--- src/rtl/uart_rx_pkg.sv ---
// Shared types and constants for the UART receive path (package uart_pkg).
// Optional parity support is selected with the UART_RX_PARITY_EN macro.
package uart_pkg;

    typedef enum logic [2:0] {
        IDLE   = 3'd0,
        START  = 3'd1,
        DATA   = 3'd2,
        PARITY = 3'd3,
        STOP   = 3'd4
    } rx_state_t;

    localparam int OVERSAMPLE = 16;
    localparam int MID_SAMPLE = 7;

    // Stop-bit counting needs a fifth tick-counter bit once it exceeds one bit period.
    function automatic int tick_width(input int sb_tick);
        return (sb_tick > OVERSAMPLE) ? 5 : 4;
    endfunction

endpackage

--- src/rtl/uart_rx_if.sv ---
// Serial-side and word-side signals of the UART receiver, bundled for port lists.
// rx_done_o is a valid-only strobe: one cycle per word, no ready/backpressure; the consumer must take dout_o that cycle or later before the next strobe.
interface uart_rx_if #(parameter int DBIT = 8);

    logic            s_tick_i;
    logic            rx_i;
    logic [DBIT-1:0] dout_o;
    logic            rx_done_o;
    logic            frame_err_o;
    logic            parity_err_o;

    modport slave (
        input  s_tick_i,
        input  rx_i,
        output dout_o,
        output rx_done_o,
        output frame_err_o,
        output parity_err_o
    );

    modport master (
        output s_tick_i,
        output rx_i,
        input  dout_o,
        input  rx_done_o,
        input  frame_err_o,
        input  parity_err_o
    );

endinterface

--- src/rtl/sync_2ff.sv ---
// Two-flop synchronizer for a single asynchronous input, with a configurable reset value.
module sync_2ff #(
    parameter logic RST_VAL = 1'b1
) (
    input  logic clk_i,
    input  logic rst_i,
    input  logic d,
    output logic q
);

    logic meta;

    always_ff @(posedge clk_i) begin
        if (rst_i) begin
            meta <= RST_VAL;
            q    <= RST_VAL;
        end else begin
            meta <= d;
            q    <= meta;
        end
    end

endmodule

--- src/rtl/uart_rx.sv ---
// 16x oversampling UART receiver: start/DATA/stop framing, LSB first, one-cycle done strobe.
// Define UART_RX_PARITY_EN to compile in an even-parity bit between the data and stop bits.
module uart_rx
    import uart_pkg::*;
#(
    parameter int DBIT    = 8,
    parameter int SB_TICK = 16
) (
    input  logic       clk_i,
    input  logic       rst_i,
    uart_rx_if.slave   bus,
    output logic [2:0] state_dbg
);

    localparam int SW = tick_width(SB_TICK);
    localparam int NW = (DBIT > 1) ? $clog2(DBIT) : 1;

    localparam logic [2:0] ST_IDLE   = IDLE;
    localparam logic [2:0] ST_START  = START;
    localparam logic [2:0] ST_DATA   = DATA;
    localparam logic [2:0] ST_STOP   = STOP;
`ifdef UART_RX_PARITY_EN
    localparam logic [2:0] ST_PARITY = PARITY;
    localparam logic [2:0] ST_AFTER_DATA = ST_PARITY;
`else
    localparam logic [2:0] ST_AFTER_DATA = ST_STOP;
`endif

    localparam logic [SW-1:0] S_MID      = SW'(MID_SAMPLE);
    localparam logic [SW-1:0] S_BIT_END  = SW'(OVERSAMPLE - 1);
    localparam logic [SW-1:0] S_STOP_END = SW'(SB_TICK - 1);
    localparam logic [NW-1:0] N_LAST     = NW'(DBIT - 1);

    logic            rx_s;
    logic            rx_prev;
    logic [2:0]      state_q;
    logic [SW-1:0]   s_q;
    logic [NW-1:0]   n_q;
    logic [DBIT-1:0] b_q;
    logic [DBIT-1:0] dout_q;
    logic            done_q;
    logic            ferr_q;
`ifdef UART_RX_PARITY_EN
    logic            par_q;
    logic            perr_q;
`endif

    sync_2ff #(.RST_VAL(1'b1)) u_sync (
        .clk_i (clk_i),
        .rst_i (rst_i),
        .d     (bus.rx_i),
        .q     (rx_s)
    );

    always_ff @(posedge clk_i) begin
        if (rst_i) begin
            rx_prev <= 1'b1;
            state_q <= ST_IDLE;
            s_q     <= '0;
            n_q     <= '0;
            b_q     <= '0;
            dout_q  <= '0;
            done_q  <= 1'b0;
            ferr_q  <= 1'b0;
`ifdef UART_RX_PARITY_EN
            par_q   <= 1'b0;
            perr_q  <= 1'b0;
`endif
        end else begin
            rx_prev <= rx_s;
            done_q  <= 1'b0;
            case (state_q)
                // Edge-triggered so a held-low break cannot restart a frame.
                ST_IDLE: begin
                    if (rx_prev && !rx_s) begin
                        state_q <= ST_START;
                        s_q     <= '0;
                    end
                end
                ST_START: begin
                    if (bus.s_tick_i) begin
                        if (s_q == S_MID) begin
                            if (!rx_s) begin
                                state_q <= ST_DATA;
                                s_q     <= '0;
                                n_q     <= '0;
                            end else begin
                                state_q <= ST_IDLE;
                            end
                        end else begin
                            s_q <= s_q + SW'(1);
                        end
                    end
                end
                ST_DATA: begin
                    if (bus.s_tick_i) begin
                        if (s_q == S_BIT_END) begin
                            b_q <= {rx_s, b_q[DBIT-1:1]};
                            s_q <= '0;
                            if (n_q == N_LAST) state_q <= ST_AFTER_DATA;
                            else               n_q     <= n_q + NW'(1);
                        end else begin
                            s_q <= s_q + SW'(1);
                        end
                    end
                end
`ifdef UART_RX_PARITY_EN
                ST_PARITY: begin
                    if (bus.s_tick_i) begin
                        if (s_q == S_BIT_END) begin
                            par_q   <= rx_s;
                            state_q <= ST_STOP;
                            s_q     <= '0;
                        end else begin
                            s_q <= s_q + SW'(1);
                        end
                    end
                end
`endif
                // Word is delivered even on a framing error; the consumer decides.
                ST_STOP: begin
                    if (bus.s_tick_i) begin
                        if (s_q == S_STOP_END) begin
                            state_q <= ST_IDLE;
                            dout_q  <= b_q;
                            ferr_q  <= ~rx_s;
                            done_q  <= 1'b1;
`ifdef UART_RX_PARITY_EN
                            perr_q  <= ^{b_q, par_q};
`endif
                        end else begin
                            s_q <= s_q + SW'(1);
                        end
                    end
                end
                default: state_q <= ST_IDLE;
            endcase
        end
    end

    assign bus.dout_o      = dout_q;
    assign bus.rx_done_o   = done_q;
    assign bus.frame_err_o = ferr_q;
`ifdef UART_RX_PARITY_EN
    assign bus.parity_err_o = perr_q;
`else
    assign bus.parity_err_o = 1'b0;
`endif
    assign state_dbg = state_q;

endmodule

--- src/flat_wrapper.sv ---
// flat-port wrapper written by rule: the top's interface ports become plain ports
module uart_rx_flat import uart_pkg::*;
#(
    parameter int DBIT    = 8,
    parameter int SB_TICK = 16
)
  (clk_i, rst_i, state_dbg, bus_s_tick_i, bus_rx_i, bus_dout_o, bus_rx_done_o, bus_frame_err_o, bus_parity_err_o);
  uart_rx_if #(.DBIT(DBIT)) bus_i ();
  input  logic clk_i;
  input  logic rst_i;
  output logic [2:0] state_dbg;
  input wire logic [$bits(bus_i.s_tick_i)-1:0] bus_s_tick_i;
  input wire logic [$bits(bus_i.rx_i)-1:0] bus_rx_i;
  output wire logic [$bits(bus_i.dout_o)-1:0] bus_dout_o;
  output wire logic [$bits(bus_i.rx_done_o)-1:0] bus_rx_done_o;
  output wire logic [$bits(bus_i.frame_err_o)-1:0] bus_frame_err_o;
  output wire logic [$bits(bus_i.parity_err_o)-1:0] bus_parity_err_o;
  assign bus_i.s_tick_i = bus_s_tick_i;
  assign bus_i.rx_i = bus_rx_i;
  assign bus_dout_o = bus_i.dout_o;
  assign bus_rx_done_o = bus_i.rx_done_o;
  assign bus_frame_err_o = bus_i.frame_err_o;
  assign bus_parity_err_o = bus_i.parity_err_o;
  uart_rx #(.DBIT(DBIT), .SB_TICK(SB_TICK)) u_core (.clk_i(clk_i), .rst_i(rst_i), .bus(bus_i), .state_dbg(state_dbg));
endmodule
--- config.mk ---
export PLATFORM = sky130hd
export DESIGN_NAME = uart_rx_flat
export DESIGN_NICKNAME = d
export VERILOG_FILES = /design/src/rtl/uart_rx_pkg.sv /design/src/rtl/uart_rx_if.sv /design/src/rtl/sync_2ff.sv /design/src/rtl/uart_rx.sv /design/src/flat_wrapper.sv
export SDC_FILE = /design/constraint.sdc
export NUM_CORES = 1
export LEC_CHECK = 0
export ABC_CLOCK_PERIOD_IN_PS = 3300
export CORE_MARGIN = 2
export CORE_UTILIZATION = 25
export CTS_CLUSTER_DIAMETER = 150
export DETAILED_ROUTE_END_ITERATION = 8
export HOLD_SLACK_MARGIN = 0.06
export PLACE_DENSITY = 0.44
export SLEW_MARGIN = 30
export SYNTH_ARGS = -nofsm -noshare
export SYNTH_HDL_FRONTEND = slang
export SYNTH_SLANG_ARGS = --single-unit
--- constraint.sdc ---
create_clock -name clk_i -period 3.3 [get_ports clk_i]
set_input_delay 0.495 -clock clk_i [delete_from_list [all_inputs] [get_ports clk_i]]
set_output_delay 0.495 -clock clk_i [all_outputs]
set_load 0.02 [all_outputs]
# Yosys cells after proc, flatten, opt, wreduce, memory -nomap -nowiden
# Index checks and enable logic that the tools add are counted.
# word_totals
regBits,31
input_bits,4
elab_cells,71
# classes
n_addsub,2
n_eq_ne,18
muxes,27
bitwise_logic,3
n_reduce_logical,11
# ops
op,count
$mux 3,14
$mux 4,8
$pmux 4 s4,1
$reduce_and 7->1,2
$ne 2x2->1 const B,6
$pmux 3 s4,1
$ne 2x1->1 const B,5
$reduce_and 8->1,1
$eq 3x3->1 const B,2
$pmux 3 s2,1
$reduce_and 3->1,2
$add 4x1->4 const B,1
$eq 4x3->1 const B,1
$eq 4x4->1 const B,1
$reduce_bool 4->1,1
$add 3x1->3 const B,1
$eq 3x1->1 const B,1
$eq 3x2->1 const B,1
$logic_not 3->1,1
$ne 3x3->1 const B,1
$not 1->1,3
$reduce_or 3->1,1
$mux 2,1
$reduce_bool 2->1,1
3 further kinds,3

# Longest topological paths before layout
# logic_depth
word_depth,5
depth_mapped,7
mapped_depth_nobuf,7

# By module
# A second synthesis with hierarchy kept.
# hier_totals
cells_unflattened,150
hier_area_um2,1490.2
# by_module_without_submodules
module,n_inst,cells_each,area_per_inst_um2
uart_rx,1,146,1437.6
sync_2ff,1,4,52.6

# Worst setup path before layout
# Ideal clock, no wire load.
# synth_timing
path_kind,register to register
startpoint,reg u_core.s_q[0]
endpoint,reg u_core.state_q[0] (netlist: u_core.state_dbg[0])
setup_time_ps,70
arrival_ps,1787
required_ps,3230
setup_slack_ps,1443
stages_incl_launch_ff,7
n_path_buf,0
synth_period_minus_slack_ps,1857
path_cell_list,dfxtp_1 ha_1 nand3b_1 a32o_1 or3_4 or4_1 a21oi_1
# synth_between
elab_chain_len,3
word_cells_on_any_way,6
cone_classes,eq/ne (5); reduce/logical (1)
# synth_lines
item,line,rtl
start: declaration,uart_rx.sv:37,logic [SW-1:0] s_q;
start signal: assignment,uart_rx.sv:91,s_q <= s_q + SW'(1);
start signal: assignment,uart_rx.sv:103,s_q <= s_q + SW'(1);
start signal: assignment,uart_rx.sv:132,s_q <= s_q + SW'(1);
$eq 4x4->1 / $eq 4x3->1 (equally long branches),"uart_rx.sv:97, uart_rx.sv:123, uart_rx.sv:82",
$ne 2x1->1 (no line),-,
$reduce_and 8->1 (no line) *,-,
end signal: assignment,uart_rx.sv:100,if (n_q == N_LAST) state_q <= ST_AFTER_DATA;
end signal: assignment,uart_rx.sv:124,state_q <= ST_IDLE;
end signal: assignment,uart_rx.sv:136,default: state_q <= ST_IDLE;
end: declaration,uart_rx.sv:36,logic [2:0] state_q;
# Mark *: on every way between the ends. The rest lies on a longest branch, timed or not.
# A chain may end at the register's enable or synchronous reset.

# Worst setup path in the final report
# layout_timing
startpoint,reg u_core.state_q[2] (netlist: u_core.state_dbg[2])
endpoint,out state_dbg[2]
# layout_lines
item,line,rtl
start signal: assignment,uart_rx.sv:58,state_q <= ST_IDLE;
start signal: assignment,uart_rx.sv:76,state_q <= ST_START;
start signal: assignment,uart_rx.sv:84,state_q <= ST_DATA;
end: declaration,flat_wrapper.sv:11,output logic [2:0] state_dbg;
# No word-level cell between the ends.

==> results.cfg <==
[worst_setup_path]
arrival_ps = 1720
reg2reg_from = u_core.state_dbg[2]
required_ps = 2800
reg2reg_depth = 5
worstSetupEndpointType = primary output
critical-path-top-delay-family = buffers and inverters
cp_max_fo = 15
crit_buf_inv = 1
r2r_end = u_core.state_dbg[0]
cpPeakStageDelay_ps = 720
worstPathCellList = clkdlybuf4s50_1
critPathLaunchType = flop
reg2reg_setup_slack_ps = 1200
path_depth = 1
cpMaxStageDelayCell = clkdlybuf4s50_1
crit_type = reg -> out

[floorplan]
die_w_um = 79.9
dieHeight_um = 79.9
design.die.area_um2 = 6380
fp.coreArea_um2 = 5540
floorplan.initialDensity_pct = 26.0
io_pins = 18
rows = 27

[sta]
slew_headroom_pct = 59.2
rsz0062_at_grt = false
fin_crit_sh_pct = 67.0
slew_violations = 0
finClkSkew_ps = 5.67
period_needed_ps = 2210
setup_tns_ps = 0
hold_viol = 0
finalSetupViolCount = 0
fmax_mhz = 452
worst_pin_slew_ps = 611

[finish]
postLayoutCoreUtil_pct = 32.0
fin_area_um2 = 1770
drive_above_1_share_pct = 11.6
fillCellCount = 585
final_cells = 245
area_delta_synth_final_pct = 23.1
fin_nets = 179
diodes = 0

[drt]
viasPerCell = 4.78
wl_per_cell_um = 12.3
drt_first_pass_iters = 4
drt_iter0_drc = 88
vias = 1172
ant_nets = 0
drc_errors = 0
routed_wl_um = 3010

[min_path]
min_from = u_core.u_sync.meta
hold_end = u_core.u_sync.q
whs_path_depth = 1
hp-class = reg -> reg

[job]
drv_cap = 0

[pwr]
p_leak_nw = 0.573
powerDensity_nw_per_um2 = 539
ir_drop_v = 0.000194

[clock_tree]
clkLatencyLatePin_ps = 290
cts_sinks = 31
cts-root-buf = clkbuf_8
clk_pin_slew_ps = 70
post_cts_resized = 0
cts_tree = done
cts_buffer_depth = 2
post_cts_buffers = 0
htreeDepth = 2
numCtsBuffers = 5
postCtsHoldBufs = 0

[global_route]
grt-ovfl-total = 0
grtUsageTotal_pct = 10.6
grt_max_degree = 28
grt_pass1_vias = 1109
grt_pass1_wl_um = 5260
grt_antenna_before_repair = 0

[synthesis]
synth_nets = 164
synth_compound_area_share_pct = 16.9
post_synth_num_cell_types = 47
ys.flop_type = dfxtp_1
synthXorXnorAreaFrac_pct = 0.608
netlist_instances = 157
ys_seq_elements = 31
muxShareOfSynthArea_pct = 6.95
synth-edff-count = 0
synthArstFlopShare_pct = 0
synthSimpleGateAreaFrac_pct = 24.5
synth_seq_area_share_pct = 43.1
avgSynthCellArea_um2 = 9.17
synth_top_family_by_area = simple AND/OR/NAND/NOR gates
yosysWarnings = 0
synthAdderAreaFrac_pct = 2.61
syn_area_um2 = 1440

[placed_design]
placed_area_um2 = 1640
dp.cells = 237
port_buffers = 16
gp_congestion = 0.821
hpwl_um = 2010

[status]
status = finished clean
## sequential cells by signal, indices dropped and copies added (netlist names)
register,count
u_core.b_q,8
u_core.rx_prev,1
u_core.s_q,4
u_core.u_sync.q,1
u_core.n_q,3
u_core.bus.dout_o,8
u_core.bus.frame_err_o,1
u_core.bus.rx_done_o,1
u_core.state_dbg,3
u_core.u_sync.meta,1
## power by group
group | internal, mW | switching (mW) | leakage, nW
sequential | 0.382 | 0.0235 | 0.250
combinational | 0.0504 | 0.0561 | 0.257
clock | 0.302 | 0.142 | 0.0654
## how the worst max path moves through the flow
| stage | to | startpoint |
|---|---|---|
| detailed placement | u_core.s_q[2] | bus_s_tick_i |
| global placement | u_core.bus.dout_o[6] | bus_s_tick_i |
| global route | u_core.s_q[2] | u_core.state_dbg[0] |
| floorplan | u_core.state_dbg[0] | u_core.s_q[0] |
| CTS | state_dbg[2] | u_core.state_dbg[2] |
| finish | state_dbg[2] | u_core.state_dbg[2] |
## cells by family after synthesis
| kind of cell | after synthesis |
|---|---|
| adder cells (fa/ha/maj) | 3 |
| AND/OR/NAND/NOR | 62 |
| AO/OA/AOI/OAI | 37 |
| buffers and inverters | 12 |
| XOR/XNOR | 1 |
| multiplexers | 10 |
| flip-flops | 31 |
| other | 1 |
## per-layer routing
metal,vias to the layer above,GRT usage (%),routed length (um)
li1,597,-,-
met1,531,13.3,1400
met2,34,15.8,1330
met3,10,3.39,194
met4,0,6.10,77
met5,-,0,0
## area by class of cell
type,count,area [um^2],share of cell area [%]
tap,72,90.1,5.08
multi-input combinational,114,747,42.1
clock buffer,6,72.6,4.09
timing repair buffer,18,175,9.88
inverter,2,7.51,0.423
sequential,31,621,35.0
clock inverter,2,60.1,3.39
## cells in the mapped netlist (3+ instances only)
library cell / n / area share, %
clkbuf_1: 4 / 1.0
a21oi_1: 12 / 4.2
ha_1: 3 / 2.6
nand2b_1: 3 / 1.3
nor2_1: 16 / 4.2
nand2_1: 13 / 3.4
or2_2: 3 / 1.3
dfxtp_1: 31 / 43
nand3_1: 4 / 1.4
o21ai_0: 13 / 4.5
mux2i_1: 10 / 7.0
## metrics by stage
step	setup WS (ps)	total power [mW]	hold WS (ps)
after global placement	1090	0.521	399
final	1090	0.956	412
after global routing	907	1.01	421
after detailed placement	1060	0.521	400
after floorplan	1440	0.496	389
after CTS	1080	0.972	417
## cell usage in the layout, fill, tap and decap left out, drive strengths merged, types with 2 or more instances in the layout
master / Yosys / final
nand2b: 4 / 4
bufinv: 0 / 2
or2: 4 / 4
or3: 3 / 3
buf: 5 / 2
ha: 3 / 3
a211oi: 2 / 2
nor4b: 2 / 2
nor3: 2 / 2
nand3b: 2 / 2
mux2i: 10 / 10
o21ai: 13 / 13
inv: 2 / 2
nor3b: 3 / 3
a32o: 2 / 2
clkdlybuf4s50: 0 / 16
nand2: 13 / 13
a21oi: 12 / 12
dfxtp: 31 / 31
nand4: 2 / 2
clkbuf: 5 / 6
nor2: 17 / 17
nand3: 4 / 4
No activity file was read; power rests on OpenSTA's default activity.
